[src/rtl/nf_pulse_shaper.sv]
// Minimum-pulse-width output driver: NFOUT follows REQ_LVL but holds every level >= HOLD_CYC clocks.
// Optional macro NFO_SYNC_EN inserts a 2-flop synchronizer on REQ_LVL.
module nf_pulse_shaper #(
    parameter int unsigned HOLD_CYC = 40,
    parameter int unsigned CNT_W    = 8
) (
    input  logic CLK,
    input  logic RESETB,
    input  logic EN,
    input  logic REQ_LVL,
    output logic NFOUT,
    output logic BUSY,
    output logic PEND,
    output logic LOST
);

    typedef enum logic {
        IDLE = 1'b0,
        HOLD = 1'b1
    } state_t;

    localparam logic [CNT_W-1:0] RELOAD = CNT_W'(HOLD_CYC - 1);

    state_t           state, state_nx;
    logic [CNT_W-1:0] cnt, cnt_nx;
    logic             seen, seen_nx;
    logic             nfout_nx;
    logic             lost_nx;
    logic             req_s;
    logic             req_e;
    logic             diff;

`ifdef NFO_SYNC_EN
    logic [1:0] sync_q;

    always_ff @(posedge CLK or negedge RESETB) begin
        if (!RESETB) begin
            sync_q <= '0;
        end else begin
            sync_q <= {sync_q[0], REQ_LVL};
        end
    end

    assign req_s = sync_q[1];
`else
    assign req_s = REQ_LVL;
`endif

    // With EN low the request mirrors the output, so no new transition can start.
    assign req_e = EN ? req_s : NFOUT;
    assign diff  = req_e ^ NFOUT;
    assign BUSY  = (state == HOLD);
    assign PEND  = BUSY & diff;

    always_ff @(posedge CLK or negedge RESETB) begin
        if (!RESETB) begin
            state <= IDLE;
            cnt   <= '0;
            seen  <= 1'b0;
            NFOUT <= 1'b0;
            LOST  <= 1'b0;
        end else begin
            state <= state_nx;
            cnt   <= cnt_nx;
            seen  <= seen_nx;
            NFOUT <= nfout_nx;
            LOST  <= lost_nx;
        end
    end

    always_comb begin
        state_nx = state;
        cnt_nx   = cnt;
        seen_nx  = seen;
        nfout_nx = NFOUT;
        lost_nx  = 1'b0;
        case (state)
            IDLE: begin
                if (diff) begin
                    nfout_nx = ~NFOUT;
                    cnt_nx   = RELOAD;
                    seen_nx  = 1'b0;
                    state_nx = HOLD;
                end
            end
            HOLD: begin
                if (cnt != '0) begin
                    cnt_nx = cnt - 1'b1;
                    if (diff) begin
                        seen_nx = 1'b1;
                    end
                end else if (diff) begin
                    // Expiry with a pending request: toggle again without an idle gap.
                    nfout_nx = ~NFOUT;
                    cnt_nx   = RELOAD;
                    seen_nx  = 1'b0;
                end else begin
                    lost_nx  = seen;
                    seen_nx  = 1'b0;
                    state_nx = IDLE;
                end
            end
            default: state_nx = IDLE;
        endcase
    end

endmodule

[config.mk]
export PLATFORM = sky130hd
export DESIGN_NAME = nf_pulse_shaper
export DESIGN_NICKNAME = d
export VERILOG_FILES = /design/src/rtl/nf_pulse_shaper.sv
export SDC_FILE = /design/constraint.sdc
export NUM_CORES = 1
export LEC_CHECK = 0
export BUFFER_PORTS_ARGS = -buffer_cell sky130_fd_sc_hd__buf_2
export CORE_MARGIN = 2
export CORE_UTILIZATION = 28
export CTS_BUF_LIST = sky130_fd_sc_hd__clkbuf_8
export CTS_CLUSTER_SIZE = 40
export DETAILED_ROUTE_END_ITERATION = 10
export REMOVE_ABC_BUFFERS = 1
export SYNTH_ARGS = -nofsm -noshare
export SYNTH_HDL_FRONTEND = slang
export SYNTH_SLANG_ARGS = --single-unit
[constraint.sdc]
create_clock -name CLK -period 1.95 [get_ports CLK]
set_input_delay 0.195 -clock CLK [delete_from_list [all_inputs] [get_ports CLK]]
set_output_delay 0.195 -clock CLK [all_outputs]
set_load 0.01 [all_outputs]
======== Word level (Yosys, flattened, before mapping) ========
Index checks and enable logic that the tools add are counted.
word-level totals
  register bits after elaboration ......... 12
  input port bits ......................... 4
  output and inout port bits .............. 4
  word-level logic and storage cells ...... 29
operators by class
  reduce and logical (&&, ||, !) cells .... 1
  bitwise logic cells ..................... 4
  muxes and demuxes ....................... 16
  equality and inequality tests ........... 2
  add/subtract/negate cells ............... 1
operators with widths
  operator                                                             count
  8-bit two-way mux                                                    2
  8-bit case mux with 2 select lines                                   1
  1-bit two-way mux                                                    10
  8-bit nonzero test                                                   1
  8-bit by 1-bit subtractor with 8-bit output (second input constant)  1
  1-bit case mux with 2 select lines                                   3
  3-bit inequality test (second input constant)                        1
  2-bit inequality test (second input constant)                        1
  1-bit NOT                                                            2
  1-bit bitwise AND                                                    1
  1-bit bitwise XOR                                                    1

======== Longest topological paths before layout ========
  depth after elaboration ................. 5
  depth in mapped cells ................... 6
  mapped depth without buffers ............ 6

======== Worst setup path before layout ========
No wires, ideal clock.
  path kind ............................... reg2reg
  from .................................... reg cnt[0]
  to ...................................... reg cnt[3]
  stages on the path, launching flop included .. 7
  buffers on the path ..................... 0
  data required time ...................... 1,829 ps
  clock period less this slack ............ 1,752 ps
  path slack .............................. 198 ps
  arrival time ............................ 1,631 ps
  library setup time ...................... 121 ps
  cells stage by stage .................... dfrtp_1 -> inv_1 -> ha_1 -> or4b_4 -> o21a_4 -> mux2i_1 -> a22o_2
between the ends
  word-level cells in the longest chain between the ends .. 3
  elaborated cells on any way between the ends .. 4
  classes of those cells .................. 1 x add/sub; 2 x mux; 1 x reduce/logical
RTL lines
  item                                                                                      line    RTL
  start, declared                                                                           25      logic [CNT_W-1:0] cnt, cnt_nx;
  start signal, assigned                                                                    64      cnt <= cnt_nx;
  8-bit by 1-bit subtractor with 8-bit output / 8-bit nonzero test (equally long branches)  88, 87
  8-bit two-way mux *                                                                       87      if (cnt != '0) begin
  8-bit case mux with 2 select lines *                                                      77      case (state)
  named net cnt_nx[3]                                                                       25
The timed path passes the listed nets; every way through them passes the cells marked *.
A chain may end at the register's enable or synchronous reset.

======== Worst setup path in the final report ========
  from .................................... reg cnt[1]
  to ...................................... reg cnt[5]
The elaborated chain is that of the path after synthesis.

==> results.toml <==
[outcome]
status = "finished, final reports clean"

[route]
vias = 501
drtPass1Iterations = 4
wl_um = 1270
vias_per_cell = 4.77
ant_nets = 0
drc_errors = 0
wl_per_cell_um = 12.1
drt_iter0_markers = 16

[synthesis]
synth-edff-count = 0
yosysMostFrequentCell = "dfrtp_1"
seq_area_frac_synth_pct = 45.5
postSynthAreaPerCell_um2 = 10.3
syn_inst = 64
yosysWarnings = 0
syn_area_um2 = 659
ys_seq_elements = 12
ys.flop_type = "dfrtp_1"
synth_top_cell_area_share_pct = 45.5
synthArstFlopShare_pct = 100
yosysTopAreaCell = "dfrtp_1"
yosysUniqueCellTypes = 27
synth_area_leaders = "dfrtp_1 46%, ha_1 3.8%, o21ai_0 3.8%, or3_1 3.8%, mux2i_1 3.0%"
yosys-top-cells-count = "12 x dfrtp_1, 5 x o21ai_0"

[power]
power.leakage_nw = 0.352
peakVddDrop_uv = 747
powerDensity_nw_per_um2 = 1420

[global_routing]
gr-usage-all-layers_pct = 10.9
grt_first_pass_wirelength_um = 2050
grt_pass1_vias = 455
antenna_found_initial = 0
grt_max_degree = 13
grt_overflow = 0

[sta]
period_share_pct = 94.1
max_slew_margin_pct = 78.7
finalSetupViolCount = 0
fmax_ghz = 0.545
fin_crit_ps = 1830
fin_setup_tns_ps = 0
drv_slew = 0
rsz0062_at_grt = "false"
hold_viol = 0
tightest_slew_ps = 320
skew_ps = 2.51

[place]
dp_cells = 101
dp_hpwl_um = 940
routabilityCongestion = 0.844
io_buffers = 7

[clock_network]
hold_buffers = 1
worstSkewPairLatency_ps = 240
cts_setup_buffers = 0
cts_resized = 0
htree_levels = 1
clockBufferDepth = 2
cts-buffers-inserted = 3
cts-root-buf = "clkbuf_8"
clock_sinks = 12
clk_pin_slew_worst_paths_ps = 50
cts_tree = "done"

[die]
core_area_um2 = 2210
row_count = 17
initial_utilization_pct = 29.8
die_h_um = 52.5
dieArea_um2 = 2760
die_x_um = 52.5
io_pins = 8

[finish]
diodes = 0
fin_cells = 105
nFillCells = 225
nNetsFinal = 85
syn2layout_area_growth_pct = 20.7
drive_above_1_share_pct = 27.3

[setup_path]
path_cells = "inv_1 -> ha_1 -> or4b_4 -> o21ai_4 -> nand2_2 -> o211a_1"
path_class = "reg2reg"
worstSetupEndpointType = "flip-flop"
start_kind = "flip-flop"
critPathSlowestCell = "or4b_4"
critical-path-max-stage-delay_ps = 490
crit_fanout = 8
cp_data_required_time_ps = 2080
arrival_ps = 1970

[min_path]
hold_class = "in2reg"

[job]
max_cap_violations = 0
==> area by class of cell <==
class                           instances  area [um2]  area share, %
Multi-Input combinational cell         47         337           42.3
Sequential cell                        12         300           37.7
Timing Repair Buffer                   11        67.6           8.49
Clock buffer                            3        41.3           5.19
Tap cell                               28        35.0           4.40
Inverter                                4        15.0           1.89
==> path summary, 6_finish.rpt <==
check                        from     end  slack, ps  depth (start not counted)
setup / recovery           cnt[1]  cnt[5]        120                          6
hold / removal                 EN    seen        280                          4
setup reg to reg           cnt[1]  cnt[5]        120                          6
hold reg to reg             NFOUT   NFOUT        520                          1
max in group asynchronous  RESETB  cnt[5]       1380                          2
min in group asynchronous  RESETB  cnt[6]        350                          2
==> kinds of logic after synthesis <==
group	count (synthesis)	synth area share, %
XOR/XNOR	3	3.99
AO/OA/AOI/OAI	15	18.2
multiplexers	2	3.04
buffers and inverters	5	3.42
adder cells (fa/ha/maj)	2	3.79
flip-flops	12	45.5
AND/OR/NAND/NOR	25	22.0
==> critical path, delay by kind of cell, from the launching register on <==
family / cells / cell delay (ps)
AND/OR/NAND/NOR: 2 / 600
AO/OA/AOI/OAI: 2 / 460
flip-flops: 1 / 420
adder cells (fa/ha/maj): 1 / 140
buffers and inverters: 1 / 100
==> per-layer routing <==
metal  track usage (%)  part of all wire, %
met2              15.6                   45
met1              13.6                   48
met5                 0                    0
met3              4.29                  4.0
met4              6.41                  2.7
==> state kept, by name, summed over array words and instances, names as in the netlist <==
name	flops
BUSY	1
LOST	1
NFOUT	1
cnt	8
seen	1
==> placed cells by master, fill, tap and decap left out, types with 2 or more instances in the layout <==
master    instances
dfrtp_1          12
buf_2             7
o21ai_0           5
inv_1             4
or3_1             4
nand2_1           4
nand3_1           4
nor3_1            3
a21oi_1           3
clkbuf_8          3
buf_4             3
nor4_1            2
xor2_1            2
o211a_1           2
mux2i_1           2
nor2_1            2
ha_1              2
==> power by group <==
group | switching (W) | leakage [nW] | internal (W)
Clock | 0.0000916 | 0.0216 | 0.000136
Sequential | 0.0000945 | 0.140 | 0.000352
Combinational | 0.000234 | 0.190 | 0.000221
Total | 0.000420 | 0.352 | 0.000709
==> through the flow <==
step | area, um2 | power, W | hold WS, ps | setup slack, ps | util, %
finish | 796 | 0.00113 | 278 | 116 | 36.0
global route | 796 | 0.00122 | 345 | 8.56 | 36.0
CTS | 796 | 0.00114 | 267 | 110 | 36.0
detailed placement | 744 | 0.000901 | 87.5 | 128 | 33.7
global placement | 744 | 0.000897 | 90.3 | 176 | 33.7
floorplan | 652 | 0.000772 | -101 | 198 | -
Power figures use the tool's default switching activity.
